<file path="config.mk">
export PLATFORM = sky130hd
export DESIGN_NAME = store_narrow_rmw
export DESIGN_NICKNAME = d
export VERILOG_FILES = /design/src/rtl/store_narrow_rmw.sv
export SDC_FILE = /design/constraint.sdc
export NUM_CORES = 1
export LEC_CHECK = 0
export ABC_AREA = 1
export ABC_CLOCK_PERIOD_IN_PS = 3000
export CORE_ASPECT_RATIO = 1.2
export CORE_MARGIN = 2
export CORE_UTILIZATION = 47
export DETAILED_ROUTE_END_ITERATION = 10
export PLACE_DENSITY = 0.82
export SLEW_MARGIN = 0
export SYNTH_ARGS = -nofsm -noshare
export SYNTH_HDL_FRONTEND = slang
export SYNTH_SLANG_ARGS = --single-unit
export TNS_END_PERCENT = 10
</file>
<file path="constraint.sdc">
create_clock -name clk -period 3 [get_ports clk]
set_clock_uncertainty 0.1 [all_clocks]
set_input_delay 0.9 -clock clk [delete_from_list [all_inputs] [get_ports clk]]
set_output_delay 0.9 -clock clk [all_outputs]
set_load 0.01 [all_outputs]
</file>
<file path="src/rtl/store_narrow_rmw.sv">
// store_narrow_rmw: narrows the 32-bit store value to byte/half/word and writes it
// into its little-endian lane of a word-wide data memory over a req/ack interface.
// Default build performs read-modify-write (RD then WR) for byte/half stores.
// Optional macro SNR_BYTE_STROBE_EN: adds mem_be, skips RD, writes replicated data.
module store_narrow_rmw #(
  parameter  int unsigned ADDR_W = 32,
  localparam int unsigned DATA_W = 32
) (
  input  logic              clk,
  input  logic              rst_n,
  input  logic              req_valid,
  output logic              req_ready,
  input  logic [1:0]        req_size,
  input  logic [ADDR_W-1:0] req_addr,
  input  logic [DATA_W-1:0] req_wdata,
  output logic [ADDR_W-1:0] mem_addr,
  output logic              mem_rd,
  output logic              mem_wr,
  output logic [DATA_W-1:0] mem_wdata,
`ifdef SNR_BYTE_STROBE_EN
  output logic [3:0]        mem_be,
`endif
  input  logic [DATA_W-1:0] mem_rdata,
  input  logic              mem_ack,
  output logic              done,
  output logic              err
);

  localparam logic [1:0] SZ_BYTE = 2'b00;
  localparam logic [1:0] SZ_HALF = 2'b01;
  localparam logic [1:0] SZ_WORD = 2'b10;

  typedef enum logic [1:0] {
    S_IDLE = 2'd0,
    S_RD   = 2'd1,
    S_WR   = 2'd2,
    S_DONE = 2'd3
  } state_e;

  state_e              state_q, state_d;
  logic [ADDR_W-1:0]   mem_addr_q, mem_addr_d;
  logic [DATA_W-1:0]   mem_wdata_q, mem_wdata_d;
  logic                mem_rd_q, mem_rd_d;
  logic                mem_wr_q, mem_wr_d;
  logic                done_q, done_d;
  logic                err_q, err_d;
  logic                accept_c;
  logic                reject_c;

`ifdef SNR_BYTE_STROBE_EN
  logic [3:0]          mem_be_q, mem_be_d;
  logic                unused_rdata_c;
  assign unused_rdata_c = ^mem_rdata;
`else
  logic [1:0]          size_q, size_d;
  logic [1:0]          lane_q, lane_d;
  logic [15:0]         wdata_q, wdata_d;
  logic [DATA_W-1:0]   merged_c;
`endif

  assign req_ready = (state_q == S_IDLE);
  assign accept_c  = req_valid & req_ready;

  // Reserved size, or a half/word not aligned to its own width, is rejected.
  always_comb begin
    reject_c = 1'b1;
    unique case (req_size)
      SZ_BYTE: reject_c = 1'b0;
      SZ_HALF: reject_c = req_addr[0];
      SZ_WORD: reject_c = |req_addr[1:0];
      default: reject_c = 1'b1;
    endcase
  end

`ifndef SNR_BYTE_STROBE_EN
  // Overlay the narrowed store data on the word returned by the read phase.
  always_comb begin
    merged_c = mem_rdata;
    if (size_q == SZ_HALF) begin
      merged_c[{lane_q[1], 4'b0000} +: 16] = wdata_q;
    end else begin
      merged_c[{lane_q, 3'b000} +: 8] = wdata_q[7:0];
    end
  end
`endif

  // Next-state: rejects go straight to DONE; full words (or any store with strobes) skip RD.
  always_comb begin
    state_d = state_q;
    unique case (state_q)
      S_IDLE: begin
        if (accept_c) begin
          if (reject_c) begin
            state_d = S_DONE;
`ifdef SNR_BYTE_STROBE_EN
          end else begin
            state_d = S_WR;
          end
`else
          end else if (req_size == SZ_WORD) begin
            state_d = S_WR;
          end else begin
            state_d = S_RD;
          end
`endif
        end
      end
      S_RD:    if (mem_ack) state_d = S_WR;
      S_WR:    if (mem_ack) state_d = S_DONE;
      S_DONE:  state_d = S_IDLE;
      default: state_d = S_IDLE;
    endcase
  end

  // Outputs: strobes/done decoded from the next state, data latched at accept or read ack.
  always_comb begin
    mem_addr_d  = mem_addr_q;
    mem_wdata_d = mem_wdata_q;
    mem_rd_d    = (state_d == S_RD);
    mem_wr_d    = (state_d == S_WR);
    done_d      = (state_d == S_DONE);
    err_d       = accept_c & reject_c;
`ifdef SNR_BYTE_STROBE_EN
    mem_be_d    = mem_be_q;
    if (accept_c && !reject_c) begin
      mem_addr_d = {req_addr[ADDR_W-1:2], 2'b00};
      unique case (req_size)
        SZ_BYTE: begin
          mem_be_d    = 4'b0001 << req_addr[1:0];
          mem_wdata_d = {4{req_wdata[7:0]}};
        end
        SZ_HALF: begin
          mem_be_d    = req_addr[1] ? 4'b1100 : 4'b0011;
          mem_wdata_d = {2{req_wdata[15:0]}};
        end
        default: begin
          mem_be_d    = 4'b1111;
          mem_wdata_d = req_wdata;
        end
      endcase
    end
`else
    size_d      = size_q;
    lane_d      = lane_q;
    wdata_d     = wdata_q;
    if (accept_c && !reject_c) begin
      mem_addr_d  = {req_addr[ADDR_W-1:2], 2'b00};
      mem_wdata_d = req_wdata;
      size_d      = req_size;
      lane_d      = req_addr[1:0];
      wdata_d     = req_wdata[15:0];
    end
    if ((state_q == S_RD) && mem_ack) begin
      mem_wdata_d = merged_c;
    end
`endif
  end

  // State register.
  always_ff @(posedge clk or negedge rst_n) begin
    if (!rst_n) begin
      state_q <= S_IDLE;
    end else begin
      state_q <= state_d;
    end
  end

  // Registered outputs and captured request fields.
  always_ff @(posedge clk or negedge rst_n) begin
    if (!rst_n) begin
      mem_addr_q  <= '0;
      mem_wdata_q <= '0;
      mem_rd_q    <= 1'b0;
      mem_wr_q    <= 1'b0;
      done_q      <= 1'b0;
      err_q       <= 1'b0;
`ifdef SNR_BYTE_STROBE_EN
      mem_be_q    <= 4'b0000;
`else
      size_q      <= 2'b00;
      lane_q      <= 2'b00;
      wdata_q     <= 16'h0000;
`endif
    end else begin
      mem_addr_q  <= mem_addr_d;
      mem_wdata_q <= mem_wdata_d;
      mem_rd_q    <= mem_rd_d;
      mem_wr_q    <= mem_wr_d;
      done_q      <= done_d;
      err_q       <= err_d;
`ifdef SNR_BYTE_STROBE_EN
      mem_be_q    <= mem_be_d;
`else
      size_q      <= size_d;
      lane_q      <= lane_d;
      wdata_q     <= wdata_d;
`endif
    end
  end

  assign mem_addr  = mem_addr_q;
  assign mem_wdata = mem_wdata_q;
  assign mem_rd    = mem_rd_q;
  assign mem_wr    = mem_wr_q;
  assign done      = done_q;
  assign err       = err_q;
`ifdef SNR_BYTE_STROBE_EN
  assign mem_be    = mem_be_q;
`endif

endmodule

</file>
==> flow_metrics.env, run 1 <==
export IMPL_clock_sinks=88
export IMPL_drtPass1Iterations=5
export IMPL_hold_violations=0
export IMPL_timing_max_cap_violations=0
export IMPL_crit_buf_inv=1
export IMPL_setup_slack_ps=290
export IMPL_dp_hpwl_um=10700
export IMPL_drtIter0Drc=379
export IMPL_antennaDiodeCount=0
export IMPL_htree_levels=3
export IMPL_finalSetupTns_ps=0
export IMPL_route_detailed_drc=0
export IMPL_slowest_delay_ps=600
export IMPL_syn_avg_cell_area_um2=6.68
export IMPL_rows=41
export IMPL_path_cells="inv_1 -> ha_1 -> nor2_2 -> nand2_1 -> o21ai_0 -> nand2_1 -> nand2_1 -> nand2_1 -> nand2_1"
export IMPL_vias=5385
export IMPL_status="finished, final reports clean"
export IMPL_yosys_area_top_type="dfrtp_1"
export IMPL_final_core_utilization_pct=67.7
export IMPL_min_period_ps=2710
export IMPL_synth_top_area_share_pct=43.0
export IMPL_critical_path_depth=9
export IMPL_core_um2=10600
export IMPL_cts_hold_buffers=0
export IMPL_die_width_um=99.2
export IMPL_crit_arrival_ps=2880
export IMPL_grt_max_degree=72
export IMPL_r2r_cells=9
export IMPL_clockRootBuffer="clkbuf_16"
export IMPL_grt_met1_usage_pct=33.8
export IMPL_yosysWarningCount=0
export IMPL_cts_clk_slew_worst_paths_ps=60
export IMPL_ant_nets=0
export IMPL_dp_slack_ps=396
export IMPL_numCtsBuffers=9
export IMPL_met3_usage_pct=6.45
export IMPL_rsz0062_at_grt="false"
export IMPL_grt_pass1_vias=5076
export IMPL_grt_pass1_wl_um=24600
export IMPL_ys_ff_latch=88
export IMPL_cp_start_kind="flop"
export IMPL_synth_area_leaders="dfrtp_1, nand2_1, nand3_1"
export IMPL_hold_slack_ps=375
export IMPL_nNetsFinal=1018
export IMPL_drv_slew=0
export IMPL_maxSlewHeadroom_pct=24.4
export IMPL_antenna_found_initial=0
export IMPL_cp_required_ps=3170
export IMPL_cts_repair_resized=0
export IMPL_grtUsageMet2_pct=41.2
export IMPL_cts_path_max_buffers=2
export IMPL_crit_path_frequent_cell="nand2_1"
export IMPL_tightest_slew_ps=1130
export IMPL_io_pin_count=171
export IMPL_start_util_pct=48.4
export IMPL_cpMaxStageDelayCell="dfrtp_1"
export IMPL_die_area_um2=11700
export IMPL_whs_path_depth=2
export IMPL_cp_max_fo=18
export IMPL_maxClockFrequency_mhz=369
export IMPL_grt_util_all_layers_pct=25.7
export IMPL_gp_congestion=0.902
export IMPL_power_density_nw_per_um2=934
export IMPL_ir_worst_vdd_uv=522
export IMPL_wire_per_inst_um=14.3
export IMPL_syn2layout_area_growth_pct=39.9
export IMPL_netlist_area_um2=5120
export IMPL_totalWireLength_um=14900
export IMPL_syn_inst=766
export IMPL_cts_tree="done"
export IMPL_clk_latency_ps=340
export IMPL_setup_viol=0
export IMPL_crit_type="flop to flop"
export IMPL_vias_per_cell=5.15
export IMPL_fin_crit_sh_pct=90.3
export IMPL_drive_gt1_share_pct=4.37
export IMPL_crit_family="simple AND/OR/NAND/NOR gates"
export IMPL_finalPower_mw=6.69
export IMPL_mostFrequentLayoutCell="nand2_1"
export IMPL_hold_path_class="flop to flop"
export IMPL_ys_seq_area_share_pct=43.0
export IMPL_endpoint_kind="flop"
export IMPL_die_height_um=118
export IMPL_overflow=0
export IMPL_grt_busiest_layer="met2"
export IMPL_portBuffers=168
export IMPL_p_leak_nw=3.61
export IMPL_ys_types=21
export IMPL_cts_setup_buffers=0
export IMPL_layout_common_cells="nand2_1, clkdlybuf4s50_1, dfrtp_1, nand3_1, inv_1"
-- final timing paths --
kind                                    startpoint                        end  slack [ps]
max                          lane_q[1]$_DFFE_PN0P_  mem_wdata[14]$_DFFE_PN0P_         290
min                        mem_addr[2]$_DFFE_PN0P_    mem_addr[2]$_DFFE_PN0P_         380
max reg2reg                  lane_q[1]$_DFFE_PN0P_  mem_wdata[14]$_DFFE_PN0P_         290
min reg2reg                mem_addr[2]$_DFFE_PN0P_    mem_addr[2]$_DFFE_PN0P_         380
max in group asynchronous                    rst_n  mem_wdata[11]$_DFFE_PN0P_        1730
min in group asynchronous                    rst_n     wdata_q[4]$_DFFE_PN0P_         410
-- synthesized netlist by cell type (all sizes together) --
cell      n
buf      27
nand3    66
o31ai     1
conb      1
o21ai    37
clkinv    2
a21oi    43
nand2   355
clkbuf   20
nor2     47
inv      49
dfrtp    88
nand4    25
ha        5
-- layout make-up --
type / count / area, um2
clock buffers: 11 / 253
flip-flops and latches: 88 / 2200
well taps: 129 / 161
clock inverters: 5 / 28.8
multi-input cells: 581 / 2510
fillers: 935 / 3410
repair buffers: 180 / 1810
inverters: 51 / 193
-- layer usage --
metal / up-vias / wire length [um]
met5: - / 0
met4: 0 / 377
met3: 28 / 1230
met2: 234 / 7030
met1: 2419 / 6260
li1: 2704 / -
-- state kept, by name (all words and copies together) (netlist names), 2 cells and up --
name and flops:
lane_q 2, wdata_q 16, size_q 2, state_q 2
mem_wdata 32, mem_addr 30
-- through the flow --
stage               cells  instance area, um2
finish               1045                7160
global route         1045                7160
CTS                  1045                7160
detailed placement   1029                6880
global placement     1029                6880
floorplan             767                5120
-- power by group --
| part | internal (mW) | total, mW | switching (mW) |
|---|---|---|---|
| Combinational | 1.54 | 3.43 | 1.89 |
| Clock | 0.604 | 1.06 | 0.461 |
| Sequential | 1.76 | 2.19 | 0.435 |
| Total | 3.90 | 6.69 | 2.79 |
-- cell families (layout without fill, tap and decap cells) --
| kind of cell | Yosys count | after routing | share of synthesized area (%) |
|---|---|---|---|
| AND/OR/NAND/NOR | 493 | 493 | 39.5 |
| AO/OA/AOI/OAI | 81 | 81 | 7.97 |
| flip-flops | 88 | 88 | 43.0 |
| other | 1 | 2 | 0.0733 |
| adder cells (fa/ha/maj) | 5 | 5 | 1.22 |
| buffers and inverters | 98 | 247 | 8.19 |
-- worst min-delay path: stages (launching register included) --
cell	delay (ps)
dfrtp_1	340
nand2_1	50
nand2_1	50
Power figures use the tool's default switching activity.
==> run 2, diff against run 1 <==
--- a/config.mk
+++ b/config.mk
@@ -6,7 +6,6 @@
 export NUM_CORES = 1
 export LEC_CHECK = 0
 export ABC_AREA = 1
-export ABC_CLOCK_PERIOD_IN_PS = 3000
 export CORE_ASPECT_RATIO = 1.2
 export CORE_MARGIN = 2
 export CORE_UTILIZATION = 47
==> results of run 2 <==
Final layout, timing and power as in run 1 (identical DEF).
